`src/rtl/tone_seq_player_pkg.sv`:
```
// Shared Simon types: tone codes and the sequencer state encoding.
package simon_pkg;

  typedef logic [2:0] tone_t;

  localparam tone_t TONE_RED = 3'd0;
  localparam tone_t TONE_GRN = 3'd1;
  localparam tone_t TONE_BLU = 3'd2;
  localparam tone_t TONE_YEL = 3'd3;

  typedef enum logic [1:0] {
    IDLE = 2'd0,
    TONE = 2'd1,
    GAP  = 2'd2,
    DONE = 2'd3
  } seq_state_t;

endpackage

```
`src/rtl/tone_seq_player_if.sv`:
```
// Control/speaker bundle for tone_seq_player: pattern write, play control, speaker drive.
interface tone_seq_player_if #(
  parameter int unsigned AW = 5
);
  import simon_pkg::*;

  logic          wr_en;
  logic [AW-1:0] wr_addr;
  tone_t         wr_tone;
  logic          start;
  logic [AW:0]   len;
  logic          abort;
  tone_t         tone_sel;
  logic          SE;
  logic          busy;
  logic          done;
  logic [AW-1:0] idx;

  modport master (
    output wr_en, wr_addr, wr_tone, start, len, abort,
    input  tone_sel, SE, busy, done, idx
  );

  modport slave (
    input  wr_en, wr_addr, wr_tone, start, len, abort,
    output tone_sel, SE, busy, done, idx
  );

endinterface

```
`src/rtl/tone_seq_player_mem.sv`:
```
// Pattern store: DEPTH x 3-bit, one synchronous write port, one combinational read port.
module tone_seq_mem
  import simon_pkg::*;
#(
  parameter int unsigned DEPTH = 32,
  parameter int unsigned AW    = 5
) (
  input  logic          clk,
  input  logic          i_wr_en,
  input  logic [AW-1:0] i_wr_addr,
  input  tone_t         i_wr_tone,
  input  logic [AW-1:0] i_rd_addr,
  output tone_t         o_rd_tone
);

  tone_t r_mem [DEPTH];

  always_ff @(posedge clk) begin
    if (i_wr_en && (32'(i_wr_addr) < DEPTH))
      r_mem[i_wr_addr] <= i_wr_tone;
  end

  assign o_rd_tone = r_mem[i_rd_addr];

endmodule

```
`src/rtl/tone_seq_player.sv`:
```
// Simon tone sequencer: plays the first len pattern entries as tone/gap pairs on the speaker.
// Optional TONE_SPEEDUP_EN shortens the tone on-time as the sequence length grows.
module tone_seq_player
  import simon_pkg::*;
#(
  parameter int unsigned DEPTH    = 32,
  parameter int unsigned AW       = 5,
  parameter int unsigned CW       = 24,
  parameter int unsigned TONE_CYC = 12_500_000,
  parameter int unsigned GAP_CYC  = 2_500_000
) (
  input logic               clk,
  input logic               rst,
  tone_seq_player_if.slave  bus
);

  localparam logic [CW-1:0] TONE_LAST = CW'(TONE_CYC - 1);
  localparam logic [CW-1:0] GAP_LAST  = CW'(GAP_CYC - 1);

  seq_state_t    r_state;
  logic [CW-1:0] r_cnt;
  logic [AW:0]   r_len_q;
  logic [AW-1:0] r_idx;
  tone_t         r_tone_sel;
  logic          r_se;
  logic          r_busy;
  logic          r_done;

  logic [AW:0]   w_len_c;
  logic [AW-1:0] w_rd_addr;
  tone_t         w_rd_tone;
  logic [CW-1:0] w_on_start;
  logic [CW-1:0] w_on_run;
  logic          w_more;

  assign w_len_c = (32'(bus.len) > DEPTH) ? (AW+1)'(DEPTH) : bus.len;

  // Read address is the entry about to be loaded on the next TONE-entry edge.
  assign w_rd_addr = (r_state == IDLE) ? '0 : r_idx + AW'(1);
  assign w_more    = ((AW+1)'(r_idx) + (AW+1)'(1)) < r_len_q;

`ifdef TONE_SPEEDUP_EN
  function automatic logic [CW-1:0] on_last(input logic [AW:0] l);
    logic [CW-1:0] v;
    if (32'(l) >= 32'd14)
      v = CW'(TONE_CYC >> 2);
    else if (32'(l) >= 32'd6)
      v = CW'(TONE_CYC >> 1);
    else
      v = CW'(TONE_CYC);
    if (v == '0)
      v = CW'(1);
    return v - CW'(1);
  endfunction

  assign w_on_start = on_last(w_len_c);
  assign w_on_run   = on_last(r_len_q);
`else
  assign w_on_start = TONE_LAST;
  assign w_on_run   = TONE_LAST;
`endif

  tone_seq_mem #(
    .DEPTH (DEPTH),
    .AW    (AW)
  ) u_mem (
    .clk       (clk),
    .i_wr_en   (bus.wr_en),
    .i_wr_addr (bus.wr_addr),
    .i_wr_tone (bus.wr_tone),
    .i_rd_addr (w_rd_addr),
    .o_rd_tone (w_rd_tone)
  );

  always_ff @(posedge clk or posedge rst) begin
    if (rst) begin
      r_state    <= IDLE;
      r_cnt      <= '0;
      r_len_q    <= '0;
      r_idx      <= '0;
      r_tone_sel <= '0;
      r_se       <= 1'b0;
      r_busy     <= 1'b0;
      r_done     <= 1'b0;
    end else begin
      r_done <= 1'b0;
      case (r_state)
        IDLE: begin
          if (bus.start) begin
            if (w_len_c == '0) begin
              r_state <= DONE;
              r_done  <= 1'b1;
            end else begin
              r_state    <= TONE;
              r_se       <= 1'b1;
              r_busy     <= 1'b1;
              r_tone_sel <= w_rd_tone;
              r_idx      <= '0;
              r_cnt      <= w_on_start;
              r_len_q    <= w_len_c;
            end
          end
        end
        TONE: begin
          if (bus.abort) begin
            r_state <= IDLE;
            r_se    <= 1'b0;
            r_busy  <= 1'b0;
          end else if (r_cnt == '0) begin
            r_state <= GAP;
            r_se    <= 1'b0;
            r_cnt   <= GAP_LAST;
          end else begin
            r_cnt <= r_cnt - CW'(1);
          end
        end
        GAP: begin
          if (bus.abort) begin
            r_state <= IDLE;
            r_busy  <= 1'b0;
          end else if (r_cnt == '0) begin
            if (w_more) begin
              r_state    <= TONE;
              r_se       <= 1'b1;
              r_idx      <= r_idx + AW'(1);
              r_tone_sel <= w_rd_tone;
              r_cnt      <= w_on_run;
            end else begin
              r_state <= DONE;
              r_busy  <= 1'b0;
              r_done  <= 1'b1;
            end
          end else begin
            r_cnt <= r_cnt - CW'(1);
          end
        end
        DONE: begin
          r_state <= IDLE;
        end
      endcase
    end
  end

  assign bus.tone_sel = r_tone_sel;
  assign bus.SE       = r_se;
  assign bus.busy     = r_busy;
  assign bus.done     = r_done;
  assign bus.idx      = r_idx;

endmodule
```
`src/flat_wrapper.sv`:
```
// flat-port wrapper written by rule: the top's interface ports become plain ports
module tone_seq_player_flat import simon_pkg::*;
#(
  parameter int unsigned DEPTH    = 32,
  parameter int unsigned AW       = 5,
  parameter int unsigned CW       = 24,
  parameter int unsigned TONE_CYC = 12_500_000,
  parameter int unsigned GAP_CYC  = 2_500_000
)
  (clk, rst, bus_wr_en, bus_wr_addr, bus_wr_tone, bus_start, bus_len, bus_abort, bus_tone_sel, bus_SE, bus_busy, bus_done, bus_idx);
  tone_seq_player_if #(.AW(AW)) bus_i ();
  input logic clk;
  input logic rst;
  input wire logic [$bits(bus_i.wr_en)-1:0] bus_wr_en;
  input wire logic [$bits(bus_i.wr_addr)-1:0] bus_wr_addr;
  input wire logic [$bits(bus_i.wr_tone)-1:0] bus_wr_tone;
  input wire logic [$bits(bus_i.start)-1:0] bus_start;
  input wire logic [$bits(bus_i.len)-1:0] bus_len;
  input wire logic [$bits(bus_i.abort)-1:0] bus_abort;
  output wire logic [$bits(bus_i.tone_sel)-1:0] bus_tone_sel;
  output wire logic [$bits(bus_i.SE)-1:0] bus_SE;
  output wire logic [$bits(bus_i.busy)-1:0] bus_busy;
  output wire logic [$bits(bus_i.done)-1:0] bus_done;
  output wire logic [$bits(bus_i.idx)-1:0] bus_idx;
  assign bus_i.wr_en = bus_wr_en;
  assign bus_i.wr_addr = bus_wr_addr;
  assign bus_i.wr_tone = bus_wr_tone;
  assign bus_i.start = bus_start;
  assign bus_i.len = bus_len;
  assign bus_i.abort = bus_abort;
  assign bus_tone_sel = bus_i.tone_sel;
  assign bus_SE = bus_i.SE;
  assign bus_busy = bus_i.busy;
  assign bus_done = bus_i.done;
  assign bus_idx = bus_i.idx;
  tone_seq_player #(.DEPTH(DEPTH), .AW(AW), .CW(CW), .TONE_CYC(TONE_CYC), .GAP_CYC(GAP_CYC)) u_core (.clk(clk), .rst(rst), .bus(bus_i));
endmodule
```
`config.mk`:
```
export PLATFORM = sky130hd
export DESIGN_NAME = tone_seq_player_flat
export DESIGN_NICKNAME = d
export VERILOG_FILES = /design/src/rtl/tone_seq_player_pkg.sv /design/src/rtl/tone_seq_player_if.sv /design/src/rtl/tone_seq_player_mem.sv /design/src/rtl/tone_seq_player.sv /design/src/flat_wrapper.sv
export SDC_FILE = /design/constraint.sdc
export NUM_CORES = 1
export LEC_CHECK = 0
export CAP_MARGIN = 20
export CELL_PAD_IN_SITES_DETAIL_PLACEMENT = 1
export CELL_PAD_IN_SITES_GLOBAL_PLACEMENT = 1
export CORE_UTILIZATION = 40
export CTS_CLUSTER_SIZE = 12
export DETAILED_ROUTE_END_ITERATION = 10
export PLACE_DENSITY = 0.71
export SYNTH_ARGS = -nofsm -noshare
export SYNTH_HDL_FRONTEND = slang
export SYNTH_SLANG_ARGS = --single-unit
```
`constraint.sdc`:
```
create_clock -name clk -period 6.7 [get_ports clk]
set_input_delay 0.67 -clock clk [delete_from_list [all_inputs] [get_ports clk]]
set_output_delay 0.67 -clock clk [all_outputs]
set_load 0.05 [all_outputs]
```
Word level (Yosys, flattened, before mapping)
Memories as Yosys holds them, arrays and structs flattened.
Cells that the tools add are included.

word-level totals
  flip-flop bits (word level) = 43
  bits in writable memories = 96
  output and inout port bits = 11
  logic and storage cells = 91
  memories kept = 1

operators by class
  $add $sub $neg = 3
  magnitude comparators = 2
  equal/unequal tests = 14
  multiplexer cells = 51
  bitwise gates (word level) = 1
  reductions and logical operators = 11

memories
  memory              words  width  rd ports  clocked after memory_dff  write ports  line                       text
  u_core.u_mem.r_mem  32     3      1         0                         1            tone_seq_player_mem.sv:16  tone_t r_mem [DEPTH];

operator list
  kind                                                 number
  2-to-1 mux 24 bit                                    7
  case mux 24 bit (3 select lines)                     1
  2-to-1 mux 5 bit                                     6
  zero test 24 bit                                     1
  subtractor 24 x 1 -> 24 bit (second input constant)  1
  2-to-1 mux 1 bit                                     18
  AND reduction 6 bit                                  3
  2-to-1 mux 3 bit                                     5
  2-to-1 mux 2 bit                                     7
  != test 2 bit (second input constant)                5
  case mux 5 bit (2 select lines)                      1
  != test 3 x 2 -> 1 bit (second input constant)       3
  case mux 2 bit (4 select lines)                      1
  AND reduction 7 bit                                  1
  adder 5 x 1 -> 6 bit (second input constant)         1
  > comparator 6 bit (second input constant)           1
  zero test 6 bit                                      1
  less-than comparator 6 bit                           1
  2-to-1 mux 6 bit                                     1
  case mux 1 bit (3 select lines)                      2
  case mux 3 bit (2 select lines)                      1
  AND reduction 3 bit                                  2
  adder 5 x 1 -> 5 bit (second input constant)         1
  equality test 2 bit (second input constant)          2
  other kinds (8)                                      9

Longest topological paths before layout
An unclocked memory read counts as a cell.

  word-level depth = 7
  mapped depth = 12
  depth with buffers taken out = 10

By module
Synthesis repeated with hierarchy kept, for this count alone.

unflattened totals
  cell total of the unflattened synthesis = 504
  area total of the unflattened synthesis = 6,631.4 um^2

by module, submodules not included
  module           instances  cells an instance  area each (um^2)
  tone_seq_mem     1          182                3,856.2
  tone_seq_player  1          322                2,775.2

Least setup slack after synthesis
No wires, ideal clock.

  kind = reg-to-reg
  from = register u_core.r_idx[1] (netlist: u_core.bus.idx[1])
  to = register u_core.r_cnt[13]
  library setup time = 121 ps
  arrival = 3,075 ps
  required time = 6,579 ps
  setup slack = 3,504 ps
  stages on the path, launching flop included = 13
  buffers on the path = 2
  clock period less this slack = 3,196 ps
  path through = dfrtp_1 > ha_1 > xnor2_2 > inv_2 > buf_4 > ha_1 > a21o_1 > a31oi_1 > o21ai_0 > a21oi_2 > buf_6 > o21ai_0 > a22o_1

on the way
  cells in the longest elaborated chain, start to end = 4

ends and longest elaborated chain
  element                                  line                    text
  start: declaration                       tone_seq_player.sv:23   logic [AW-1:0] r_idx;
  start signal: assignment                 tone_seq_player.sv:125  r_idx <= r_idx + AW'(1);
  adder 5 x 1 -> 6 bit                     tone_seq_player.sv:40   assign w_more = ((AW+1)'(r_idx) + (AW+1)'(1)) < r_len_q;
  less-than comparator 6 bit               tone_seq_player.sv:40
  != test 3 x 2 -> 1 bit (no source line)  n/a
  AND reduction 6 bit (no source line)     n/a
  end signal: assignment                   tone_seq_player.sv:99   r_cnt <= w_on_start;
  end signal: assignment                   tone_seq_player.sv:114  r_cnt <= r_cnt - CW'(1);
  end signal: assignment                   tone_seq_player.sv:127  r_cnt <= w_on_run;
  end: declaration                         tone_seq_player.sv:21   logic [CW-1:0] r_cnt;

No other way between the ends.
A chain may end at the register's enable or synchronous reset.

Final worst setup path
  from = register u_core.r_idx[0] (netlist: u_core.bus.idx[0])
  to = register u_core.r_cnt[12]

Same word-level chain as after synthesis.

==> flow_summary.ini <==
[critical_path]
ff2ff_setup_slack_ns = 2.60
r2r-end = u_core.r_cnt[12]
cp-end-kind = flip-flop
rr_worst_depth = 11
rr_startpoint = u_core.bus.idx[0]
crit_type = reg2reg
arrival_ns = 4.41
crit_fanout = 29
required_ns = 7.01
endpoint = u_core.r_cnt[12]
crit_path_start = u_core.bus.idx[0]
worstSetupStartpointType = flip-flop

[yosys]
synth.area.top_cells = edfxtp_1 (43%), dfrtp_1 (16%), nor2_1 (3.6%), mux4_2 (3.4%), o21ai_0 (2.8%)
synth_xor_area_share_pct = 0.503
synth_seq_area_share_pct = 59.0
synth-adder-area-share_pct = 2.05
synth_edf_count = 96
muxShareOfSynthArea_pct = 7.31
synth_flop_cell = edfxtp_1
yosysWarnings = 0
ys_seq_elements = 139
synth_top_family_by_area = compound AO/OA/AOI/OAI gates
synthArstFlopShare_pct = 30.9
synthSimpleGateAreaFrac_pct = 12.3
synth.distinct_cells = 69
synth.top_cell.area_share_pct = 43.0
netlist_area_mm2 = 0.00671
synth_compound_area_share_pct = 15.4
synth_nets = 591
yosysTopAreaCell = edfxtp_1
synth.avg_cell_area_um2 = 12.0
syn_inst = 561

[global_routing]
grt_first_pass_wirelength_um = 28000
antenna_found_initial = 0
grt_max_degree = 44
grt_usage_pct = 21.2
grt_overflow = 0
grt_pass1_vias = 5104

[route]
drcViolationCount = 0
firstDrtPassIters = 5
vias = 4819
wl_per_cell_um = 21.2
drt-total-wl_um = 17400
drtIter0Drc = 318
drt-vias-per-instance = 5.87
ant_nets = 0

[power_and_ir_drop]
p_per_area_mw_per_mm2 = 422
p_leak_nw = 2.79
combPwrFrac_pct = 35.8
seq_power_share_pct = 33.3
swShare_pct = 37.5
pwr-share-clk_pct = 30.9
p_int_mw = 2.08
total_power_mw = 3.33
peakVddDrop_mv = 0.192
switching_power_mw = 1.25

[die]
die-area_mm2 = 0.0173
num_io_pins = 30
fp.dieW_um = 132
initial_core_util_pct = 41.6
core_mm2 = 0.0161
die-height_um = 132
rows = 46

[placed_design]
place_ws_ns = 2.66
placed_cells = 786
hpwlAfterDp_um = 11700
finalWeightedCongestion = 0.815
placed_area_mm2 = 0.00717
port_buffers = 29

[layout]
regArea_mm2 = 0.00396
final_cell_mix = edfxtp_1 (96), nor2_1 (65), dfrtp_1 (43)
antennaDiodeCount = 0
design_area_mm2 = 0.00790
fin_nets = 622
drive_gt1_share_pct = 13.9
n_fill_cell = 1672
final_cells = 821
area_growth_pct = 17.7
multi_input_area_mm2 = 0.00252
layout_commonest_cell = edfxtp_1

[timing]
tns_ns = 0
fin_ws_ns = 2.60
clock_skew_ns = 0.00721
setup_violations = 0
worst_pin_slew_ns = 1.04
drv_slew = 0
hold_viol = 0
fmax_mhz = 244
rsz0062_at_grt = no
maxSlewHeadroom_pct = 30.4
fin_crit_sh_pct = 61.2
period_minus_slack_ns = 4.10

[clock_tree]
clock_latency_ns = 0.43
cts_tree = built
ctsResizeCount = 0
clock_path_buffers = 2
postCtsSetupRepairBufs = 0
hold_buffers = 0
numCtsBuffers = 17
path_clk_slew_ns = 0.06
cts.htree.levels = 4
cts_root_buf = clkbuf_16
clkSinkCount = 139

[worst_hold_path]
hold_path_class = reg2reg

[job]
drv.max_cap_violation_count = 0

[outcome]
outcome = finished, final reports clean
-- metal layers --
layer	routed length (µm)	GRT usage (%)	vias to the layer above
met2	8830	35.9	131
met4	208	6.46	0
li1	-	-	2200
met3	774	5.17	19
met5	0	0	-
met1	7610	26.7	2469
-- worst min path at each step --
stage / from / endpoint / slack [ns] / cells past startpoint
final: u_core.bus.tone_sel[0] / u_core.bus.tone_sel[0] / 0.51 / 2
after global placement: u_core.bus.tone_sel[0] / u_core.bus.tone_sel[0] / 0.47 / 2
after detailed placement: u_core.bus.tone_sel[0] / u_core.bus.tone_sel[0] / 0.50 / 2
after floorplan: u_core.r_len_q[0] / u_core.r_len_q[0] / 0.45 / 2
after global routing: u_core.bus.tone_sel[0] / u_core.bus.tone_sel[0] / 0.53 / 2
after CTS: u_core.bus.tone_sel[0] / u_core.bus.tone_sel[0] / 0.52 / 2
-- power groups by stage --
stage               clock, mW  combinational (mW)  sequential, mW
finish                   1.03                1.19            1.11
global route             1.08                1.30            1.12
global placement            0                1.14            1.12
floorplan                   0               0.830            1.16
detailed placement          0                1.18            1.12
CTS                      1.04                1.19            1.11
-- final cells by class --
cell class | count | area share [%]
flip-flops and latches | 139 | 50.1
inverters | 26 | 1.24
multi-input cells | 372 | 31.9
clock buffers | 17 | 5.39
clock inverters | 15 | 2.76
well taps | 216 | 3.42
repair buffers | 36 | 5.10
-- cell usage after synthesis (3+ instances only) --
master and number:
nand3_1 16, and2_1 3, nand4_1 5, o22a_1 11, a22o_1 3, mux2_2 12, or3_1 3, nor4_1 5
o31ai_1 7, dfrtp_1 43, o22ai_1 7, nor2b_1 4, a22oi_1 3, a21oi_1 27, a21o_1 5, mux2i_1 13
a211oi_1 3, or3b_2 3, o21a_1 5, edfxtp_1 96, o221ai_1 7, clkbuf_1 10, a31oi_1 8, buf_6 3
inv_1 23, nand2_1 39, o21ai_0 38, nand3b_1 9, mux4_2 10, buf_2 9, o211ai_1 3, ha_1 11
nor2_1 65, nor3_1 10
-- stage by stage --
step           hold slack [ns]  util, %
6_report                 0.506     49.0
5_1_grt                  0.532     49.0
4_1_cts                  0.516     48.5
3_5_place_dp             0.502     44.5
3_3_place_gp             0.471     44.5
2_1_floorplan            0.450        -
-- state kept, by name (all words and copies together) (netlist names) --
register,cells
u_core.bus.tone_sel,3
u_core.bus.done,1
u_core.r_cnt,24
u_core.r_len_q,6
u_core.bus.SE,1
u_core.r_state,2
u_core.u_mem.r_mem,96
u_core.bus.idx,5
u_core.bus.busy,1
-- logic make-up (layout without fill, tap and decap cells) --
group | count (synthesis) | after routing
mux | 35 | 35
buf+inv | 50 | 94
compound gates | 150 | 150
xor+xnor | 3 | 3
fa+ha+maj | 11 | 11
simple gates | 173 | 173
flops | 139 | 139
-- critical path, stage by stage (launching register included) --
cell     delay, ns
dfrtp_1       0.36
buf_4         0.27
ha_1          0.31
xnor2_2       0.47
inv_2         0.30
ha_1          0.38
a21o_1        0.16
a31oi_1       0.29
o21ai_0       0.29
a21oi_2       0.52
nand2_2       0.33
o22a_1        0.29
No activity file was read; power rests on OpenSTA's default activity.
==> variant (same flow settings) <==
`TONE_CYC` is set to 12_500_000 in 2 places; all go to 8_388_608.
--- a/src/rtl/tone_seq_player.sv
+++ b/src/rtl/tone_seq_player.sv
@@ -8,3 +8,3 @@
   parameter int unsigned CW       = 24,
-  parameter int unsigned TONE_CYC = 12_500_000,
+  parameter int unsigned TONE_CYC = 8_388_608,
   parameter int unsigned GAP_CYC  = 2_500_000
--- a/src/flat_wrapper.sv
+++ b/src/flat_wrapper.sv
@@ -6,3 +6,3 @@
   parameter int unsigned CW       = 24,
-  parameter int unsigned TONE_CYC = 12_500_000,
+  parameter int unsigned TONE_CYC = 8_388_608,
   parameter int unsigned GAP_CYC  = 2_500_000
Behaviour: no difference found for any inputs over 10 cycles, from zero or initial values and one cycle with rst high; that may be too few to reach the edited logic, so the function may still have changed.
==> variant against the unedited design <==
- via count is 0.52% higher
- global-route usage up 1.2 points
- power increased by 2.9%
- final area down 1.3%
- sequential cell count did not move
- utilization is 1.6 points lower
- die area is 0.17% higher
- sequential share of layout area rose by 0.64 points
- setup slack got worse by 0.64 ns
- synthesized area increased by 0.17%
- wire length rose by 5.3%
- critical endpoint is now u_core.r_cnt[4]
==> variant: results (changes against the unedited design) <==
- Area share of fa/ha/maj cells after synthesis: 0.0205 (about the same)
- Seq cells: 139 (unchanged)
- CLK BUF: 18 (was 17)
- Slowest CP cell: a31oi_1 (was a21oi_2)
- Area growth syn-to-layout: 16.0% (was 17.7%)
- Pre-Repair DR Iteration Count: 4 (was 5)
- Post-Synthesis Cells: 568 (was 561)
- CP max stage delay: 0.78 ns (was 0.52 ns)
- Internal power: 0.00203 W (was 0.00208 W)
- M1 WL: 7820 µm (was 7610 µm)
- Status: finished, final reports clean (unchanged)
- Nets: 630 (was 622)
- Routed via count: 4844 (was 4819)
- Most common library cells after synthesis: 96 x edfxtp_1, 69 x nor2_1, 47 x nand2_1 (was 96 x edfxtp_1, 65 x nor2_1, 43 x dfrtp_1)
- Routed WL: 18300 µm (was 17400 µm)
- Vias in the first global route: 5223 (was 5104)
- Relative slew margins: 0.353 (was 0.304)
- XOR/XNOR Fraction of Synth Area: 0.00391 (was 0.00503)
- Hold_sp: u_core.bus.tone_sel[2] (was u_core.bus.tone_sel[0])
- DR WL/cell: 22.0 µm (was 21.2 µm)
- Starting DRT DRC Count: 350 (was 318)
- Compound-Gate Fraction of Synth Area: 0.170 (was 0.154)
- Inverter count: 20 (was 26)
- IR drop worst, VDD: 0.226 mV (was 0.192 mV)
- Routing usage on met3: 0.0455 (was 0.0517)
- Synth unique cells: 70 (was 69)
- Met3 routed WL: 738 µm (was 774 µm)
- Fraction of area in multi-input gates: 0.324 (was 0.319)
- Synth area leaders: edfxtp_1 43%, dfrtp_1 16%, nor2_1 3.9% (was edfxtp_1 43%, dfrtp_1 16%, nor2_1 3.6%)
- Setup slack after layout: 1.96 ns (was 2.60 ns)
- Met2 WL post-DR: 9530 µm (was 8830 µm)
- Post-synthesis mux area share: 0.0421 (was 0.0731)
- Register area share after synthesis: 0.589 (was 0.590)
- First-pass GRT wire length: 29500 µm (was 28000 µm)
- Post-DP Area: 7240 µm² (was 7170 µm²)
- Multi-input gates: 382 (was 372)
- Final GP Congestion: 0.778 (was 0.815)
- Met2 usage: 0.388 (was 0.359)
- Met1 GRT Util: 0.281 (was 0.267)
- Dpl cells: 800 (was 786)
- DP Wirelength: 12200 µm (was 11700 µm)
- Critical path arrival: 5.06 ns (was 4.41 ns)
- Worst-path fanout max: 24 (was 29)
## variant: changes by cell type in the layout (fill, tap and decap cells not counted), moves of 8 or more
cell / change
a21oi_1: +14
mux2i_1: -11
o21ai_0: -16
nand2_1: +8
## variant: final timing paths
check	to	cells past startpoint
min reg2reg	u_core.bus.tone_sel[2]	2
max	u_core.r_cnt[4]	10
min	u_core.bus.tone_sel[2]	2
max reg2reg	u_core.r_cnt[4]	10
min in group asynchronous	u_core.r_len_q[1]	3
max in group asynchronous	u_core.r_cnt[10]	3
## variant: power groups by stage
| stage | registers, W | logic, W | clock network [W] |
|---|---|---|---|
| detailed placement | 0.00119 | 0.00136 | 0 |
| floorplan | 0.00122 | 0.000942 | 0 |
| global placement | 0.00119 | 0.00129 | 0 |
| CTS | 0.00118 | 0.00138 | 0.000886 |
| global route | 0.00120 | 0.00151 | 0.000917 |
| finish | 0.00118 | 0.00137 | 0.000874 |
